### config.mk
export PLATFORM = sky130hd
export DESIGN_NAME = spi_slave_sync
export DESIGN_NICKNAME = d
export VERILOG_FILES = /design/src/rtl/spi_slave_sync.sv
export SDC_FILE = /design/constraint.sdc
export NUM_CORES = 1
export LEC_CHECK = 0
export BUFFER_PORTS_ARGS = -buffer_cell sky130_fd_sc_hd__buf_4
export CORE_MARGIN = 3
export CORE_UTILIZATION = 30
export DETAILED_ROUTE_END_ITERATION = 6
export GPL_TIMING_DRIVEN = 1
export SYNTH_ARGS = -nofsm -noshare
export SYNTH_HDL_FRONTEND = slang
export SYNTH_SLANG_ARGS = --single-unit
### constraint.sdc
create_clock -name clk -period 4.3 [get_ports clk]
set_input_delay 0.43 -clock clk [delete_from_list [all_inputs] [get_ports clk]]
set_output_delay 0.43 -clock clk [all_outputs]
set_load 0.03 [all_outputs]
### src/rtl/spi_slave_sync.sv
// SPI responder oversampled on clk: synchronised SCK/SS/MOSI, CPOL/CPHA modes 0-3,
// full-duplex MSB-first words through a one-deep TX holding buffer.
module spi_slave_sync #(
  parameter int                DATA_W      = 8,
  parameter int                SYNC_STAGES = 2,
  parameter logic [DATA_W-1:0] IDLE_WORD   = 8'hFF
) (
  input  logic              clk,
  input  logic              rst,
  input  logic [1:0]        MODE,
  input  logic              SCK,
  input  logic              SS,
  input  logic              MOSI,
  output logic              MISO,
  output logic              miso_oe,
  input  logic [DATA_W-1:0] tx_data,
  input  logic              tx_wr,
  output logic              tx_ready,
  output logic [DATA_W-1:0] rx_data,
  output logic              rx_valid,
  output logic              busy,
  output logic              frame_done,
  output logic              tx_underrun
);

  localparam int                CNT_W    = $clog2(DATA_W);
  localparam int                FILL_W   = $clog2(SYNC_STAGES + 1);
  localparam logic [CNT_W-1:0]  LAST_BIT = CNT_W'(DATA_W - 1);
  localparam logic [FILL_W-1:0] FILL_MAX = FILL_W'(SYNC_STAGES);

  typedef enum logic [1:0] {IDLE, ACTIVE, DONE} state_t;

  logic [SYNC_STAGES-1:0] sck_sync_q, sck_sync_d, ss_sync_q, ss_sync_d, mosi_sync_q, mosi_sync_d;
  logic                   sck_hist_q, sck_hist_d, ss_hist_q, ss_hist_d;
  logic [FILL_W-1:0]      fill_q, fill_d;
  logic                   arm_q, arm_d;
  state_t                 state_q, state_d;
  logic [1:0]             mode_q, mode_d;
  logic [CNT_W-1:0]       bit_cnt_q, bit_cnt_d;
  logic [DATA_W-1:0]      shift_q, shift_d, rx_shift_q, rx_shift_d, rx_data_q, rx_data_d;
  logic [DATA_W-1:0]      tx_buf_q, tx_buf_d;
  logic                   tx_full_q, tx_full_d, underrun_q, underrun_d;
  logic                   rx_valid_q, rx_valid_d, frame_done_q, frame_done_d;
  logic                   busy_q, busy_d, oe_q, oe_d, miso_q, miso_d;

  logic sck_s, ss_s, mosi_s, sck_rise, sck_fall, ss_fall, ss_rise, lead, trail;
  logic do_load, do_shift, do_sample;
  logic [DATA_W-1:0] rx_word;

  always_comb begin
    sck_sync_d  = {sck_sync_q[SYNC_STAGES-2:0], SCK};
    ss_sync_d   = {ss_sync_q[SYNC_STAGES-2:0], SS};
    mosi_sync_d = {mosi_sync_q[SYNC_STAGES-2:0], MOSI};
    sck_s       = sck_sync_q[SYNC_STAGES-1];
    ss_s        = ss_sync_q[SYNC_STAGES-1];
    mosi_s      = mosi_sync_q[SYNC_STAGES-1];
    sck_hist_d  = sck_s;
    ss_hist_d   = ss_s;
    sck_rise    = sck_s & ~sck_hist_q;
    sck_fall    = ~sck_s & sck_hist_q;
    ss_fall     = ~ss_s & ss_hist_q;
    ss_rise     = ss_s & ~ss_hist_q;
    lead        = mode_q[1] ? sck_fall : sck_rise;
    trail       = mode_q[1] ? sck_rise : sck_fall;
    rx_word     = {rx_shift_q[DATA_W-2:0], mosi_s};

    // After reset, a new frame needs SS seen high through a chain refilled with real samples.
    fill_d = (fill_q == FILL_MAX) ? fill_q : fill_q + FILL_W'(1);
    arm_d  = arm_q | ((fill_q == FILL_MAX) & ss_s);

    state_d      = state_q;
    mode_d       = mode_q;
    bit_cnt_d    = bit_cnt_q;
    shift_d      = shift_q;
    rx_shift_d   = rx_shift_q;
    rx_data_d    = rx_data_q;
    tx_buf_d     = tx_buf_q;
    tx_full_d    = tx_full_q;
    underrun_d   = underrun_q;
    rx_valid_d   = 1'b0;
    frame_done_d = 1'b0;
    busy_d       = busy_q;
    oe_d         = oe_q;
    do_load      = 1'b0;
    do_shift     = 1'b0;
    do_sample    = 1'b0;

    case (state_q)
      IDLE: begin
        if (ss_fall && arm_q) begin
          state_d   = ACTIVE;
          mode_d    = MODE;
          bit_cnt_d = '0;
          busy_d    = 1'b1;
          oe_d      = 1'b1;
          do_load   = ~MODE[0];
        end
      end
      ACTIVE: begin
        if (ss_rise) begin
          state_d      = DONE;
          frame_done_d = 1'b1;
        end else if (!mode_q[0]) begin
          do_sample = lead;
          do_load   = trail && (bit_cnt_q == '0);
          do_shift  = trail && (bit_cnt_q != '0);
        end else begin
          do_sample = trail;
          do_load   = lead && (bit_cnt_q == '0);
          do_shift  = lead && (bit_cnt_q != '0);
        end
      end
      DONE: begin
        state_d = IDLE;
        busy_d  = 1'b0;
        oe_d    = 1'b0;
      end
      default: state_d = IDLE;
    endcase

    if (do_sample) begin
      rx_shift_d = rx_word;
      if (bit_cnt_q == LAST_BIT) begin
        bit_cnt_d  = '0;
        rx_data_d  = rx_word;
        rx_valid_d = 1'b1;
      end else begin
        bit_cnt_d = bit_cnt_q + CNT_W'(1);
      end
    end

    if (do_load) begin
      if (tx_full_q) begin
        shift_d   = tx_buf_q;
        tx_full_d = 1'b0;
      end else begin
        shift_d    = IDLE_WORD;
        underrun_d = 1'b1;
      end
    end else if (do_shift) begin
      shift_d = {shift_q[DATA_W-2:0], 1'b0};
    end

    // A write is judged against the buffer state before any same-cycle load.
    if (tx_wr && !tx_full_q) begin
      tx_buf_d  = tx_data;
      tx_full_d = 1'b1;
    end

    miso_d = (state_d == ACTIVE) ? shift_d[DATA_W-1] : 1'b0;
  end

  always_ff @(posedge clk) begin
    if (rst) begin
      sck_sync_q   <= {SYNC_STAGES{MODE[1]}};
      sck_hist_q   <= MODE[1];
      ss_sync_q    <= '1;
      ss_hist_q    <= 1'b1;
      mosi_sync_q  <= '0;
      fill_q       <= '0;
      arm_q        <= 1'b0;
      state_q      <= IDLE;
      mode_q       <= '0;
      bit_cnt_q    <= '0;
      shift_q      <= '0;
      rx_shift_q   <= '0;
      rx_data_q    <= '0;
      tx_buf_q     <= '0;
      tx_full_q    <= 1'b0;
      underrun_q   <= 1'b0;
      rx_valid_q   <= 1'b0;
      frame_done_q <= 1'b0;
      busy_q       <= 1'b0;
      oe_q         <= 1'b0;
      miso_q       <= 1'b0;
    end else begin
      sck_sync_q   <= sck_sync_d;
      sck_hist_q   <= sck_hist_d;
      ss_sync_q    <= ss_sync_d;
      ss_hist_q    <= ss_hist_d;
      mosi_sync_q  <= mosi_sync_d;
      fill_q       <= fill_d;
      arm_q        <= arm_d;
      state_q      <= state_d;
      mode_q       <= mode_d;
      bit_cnt_q    <= bit_cnt_d;
      shift_q      <= shift_d;
      rx_shift_q   <= rx_shift_d;
      rx_data_q    <= rx_data_d;
      tx_buf_q     <= tx_buf_d;
      tx_full_q    <= tx_full_d;
      underrun_q   <= underrun_d;
      rx_valid_q   <= rx_valid_d;
      frame_done_q <= frame_done_d;
      busy_q       <= busy_d;
      oe_q         <= oe_d;
      miso_q       <= miso_d;
    end
  end

  assign MISO        = miso_q;
  assign miso_oe     = oe_q;
  assign tx_ready    = ~tx_full_q;
  assign rx_data     = rx_data_q;
  assign rx_valid    = rx_valid_q;
  assign busy        = busy_q;
  assign frame_done  = frame_done_q;
  assign tx_underrun = underrun_q;

endmodule

==> impl_metrics.ini <==
[worst_hold_path]
hold_path_class = primary input to register

[sta]
max_freq_mhz = 462
timing.slew.headroom_pct = 37.4
worstMarginPinSlew_ns = 0.920
rsz0062_at_grt = false
maxSlewViolCount = 0
period_share_pct = 50.3
post-route-min-period_ns = 2.16
final_hold_viol_count = 0
setup_violations = 0
setup-tns-final_ns = 0
skew_ns = 0.00794

[logic_synthesis]
yosys-top-cells-area = dfxtp_1, a21oi_1, nand2_1, o221a_1, nand4_1
seq_area_frac_synth_pct = 47.8
synth_top_area_share_pct = 47.8
synthDistinctLibCells = 39
syn_nets = 271
ys.flop_type = dfxtp_1
syn_area_sq_mm = 0.00230
postSynthCellCount = 251
synth-edff-count = 0
async_flop_share_pct = 0
yosys_warnings = 0
yosys.area.top_type = dfxtp_1
avgSynthCellArea_sq_um = 9.17
ys_seq_elements = 55

[drt]
avgRoutedWirePerCell_um = 12.5
vias = 1826
drtAntennaViolNets = 0
via_per_inst = 4.92
wl_mm = 4.64
drc = 0
drtIter0Drc = 59
first_pass_iters = 4

[critical_path]
crit_path_max_incr_delay_ns = 0.65
critPathArrivalTime_ns = 2.36
cp_cell_sequence = nand2b_1 -> nand3_1 -> o32a_4 -> o221a_1
crit_family = compound AO/OA/AOI/OAI gates
worstSetupStartpoint = ss_hist_q$_SDFF_PP1_
worstSetupPathType = register to register
crit_required_ns = 4.50
startpoint_type = register
r2r_cells = 4
endpoint = shift_q[6]$_SDFFE_PP0P_
crit_buf_inv = 0
critPathCaptureType = register
cp_num_cells = 4
worstPathMaxFanout = 24
reg2reg_to = shift_q[6]$_SDFFE_PP0P_
slowest_stage = nand3_1
r2r_setup_slack_ns = 2.14
worstReg2RegStart = ss_hist_q$_SDFF_PP1_

[run_status]
outcome = completed

[clock_tree]
postCtsSetupRepairBufs = 0
cts_root_buf = clkbuf_8
cts_buffers = 5
cts_buffer_depth = 2
cts_tree = done
htreeDepth = 2
clk_pin_slew_ns = 0.09
clkLatencyLatePin_ns = 0.30
clkSinkCount = 55
cts_resized = 0
cts_hold_buf = 0

[global_routing]
grt_pass1_vias = 1807
grt_pass1_wl_mm = 8.30
antenna_found_initial = 0
grt_use_total_pct = 11.6
grt_max_degree = 57
grt_overflow_total = 0

[die]
io_pins = 31
die_w_um = 93.6
fp.dieH_um = 93.6
rows = 31
start_util_pct = 31.4
dieArea_sq_mm = 0.00876
core_sq_mm = 0.00733

[placed_design]
numPortBuffers = 30
dp_hpwl_mm = 3.08
place_inst = 363
gp_congestion = 0.789

[final_layout]
final_common_cell = dfxtp_1
register_area_sq_mm = 0.00110
nNetsFinal = 291
fillCellCount = 784
multiInputGateArea_sq_mm = 0.00109
syn_to_final_growth_pct = 16.1
drive_above_1_share_pct = 18.8
final_cells = 371
final_cell_mix = dfxtp_1, a21oi_1, buf_4
insertedDiodeCount = 0

[pwr]
power_density_mw_per_mm2 = 360
total_leakage_power_nw = 0.972
peakVddDrop_mv = 0.286

[run]
drv_cap = 0
-- flip-flops by register name (all words and copies together), names as in the netlist --
signal	cells
MISO	1
arm_q	1
bit_cnt_q	3
fill_q	2
frame_done	1
miso_oe	1
mode_q	2
mosi_sync_q	2
rx_data	8
rx_shift_q	7
rx_valid	1
sck_hist_q	1
sck_sync_q	2
shift_q	8
ss_hist_q	1
ss_sync_q	2
state_q	2
tx_buf_q	8
tx_full_q	1
tx_underrun	1
-- cell type report --
class / count / area share (%)
flip-flops and latches: 55 / 41.2
multi-input cells: 169 / 40.6
repair buffers: 31 / 8.71
well taps: 99 / 4.63
clock buffers: 7 / 3.23
inverters: 9 / 1.26
clock inverters: 1 / 0.328
-- how the worst min path moves through the flow --
stage                            startpoint                      end  slack (ns)  cells after the start
global placement    ss_sync_q[0]$_SDFF_PP1_  ss_sync_q[1]$_SDFF_PP1_        0.40                      1
floorplan           ss_sync_q[0]$_SDFF_PP1_  ss_sync_q[1]$_SDFF_PP1_        0.39                      1
detailed placement  ss_sync_q[0]$_SDFF_PP1_  ss_sync_q[1]$_SDFF_PP1_        0.41                      1
CTS                                      SS  ss_sync_q[0]$_SDFF_PP1_        0.31                      2
global route                             SS  ss_sync_q[0]$_SDFF_PP1_        0.31                      2
finish                                   SS  ss_sync_q[0]$_SDFF_PP1_        0.32                      2
-- metrics by stage --
| stage | instance area [sq um] | power, mW | hold slack [ns] | worst slack (ns) | util (%) |
|---|---|---|---|---|---|
| 6_report | 2670 | 0.961 | 0.317 | 2.14 | 36.5 |
| 3_3_place_gp | 2580 | 0.679 | 0.397 | 2.18 | 35.2 |
| 3_5_place_dp | 2580 | 0.683 | 0.406 | 2.16 | 35.2 |
| 5_1_grt | 2670 | 1.02 | 0.311 | 1.94 | 36.5 |
| 4_1_cts | 2670 | 0.979 | 0.306 | 2.14 | 36.5 |
| 2_1_floorplan | 2300 | 0.651 | 0.389 | 2.65 | - |
-- Yosys cell counts (4+ instances only) --
| cell type | number |
|---|---|
| a21oi_1 | 33 |
| inv_1 | 7 |
| o221a_1 | 6 |
| ha_1 | 4 |
| nand4_1 | 10 |
| nor2b_1 | 7 |
| dfxtp_1 | 55 |
| o21ai_0 | 10 |
| clkbuf_1 | 9 |
| buf_1 | 5 |
| nor2_1 | 15 |
| nand2_1 | 19 |
| a31oi_1 | 7 |
| nand3_1 | 10 |
| mux2i_2 | 4 |
| o31ai_1 | 8 |
| nand2b_1 | 5 |
-- power breakdown --
part	internal, mW	switching [mW]
registers	0.534	0.0144
clock network	0.132	0.160
logic	0.0476	0.0729
total	0.714	0.247
-- logic make-up (layout without fill, tap and decap cells) --
family / Yosys count / count (layout) / synth area share [%]
AND/OR/NAND/NOR: 81 / 81 / 18.3
AO/OA/AOI/OAI: 75 / 75 / 22.0
flip-flops: 55 / 55 / 47.8
buffers and inverters: 27 / 48 / 5.00
multiplexers: 6 / 6 / 3.26
adder cells (fa/ha/maj): 4 / 4 / 2.17
XOR/XNOR: 3 / 3 / 1.47
-- layer usage --
layer	up-vias	GRT usage, %	wire length (um)
met3	2	2.49	209
met5	-	0	0
li1	942	-	-
met1	846	15.7	2270
met2	36	17.9	2120
met4	0	4.33	36
(Power assumes the default switching activity.)
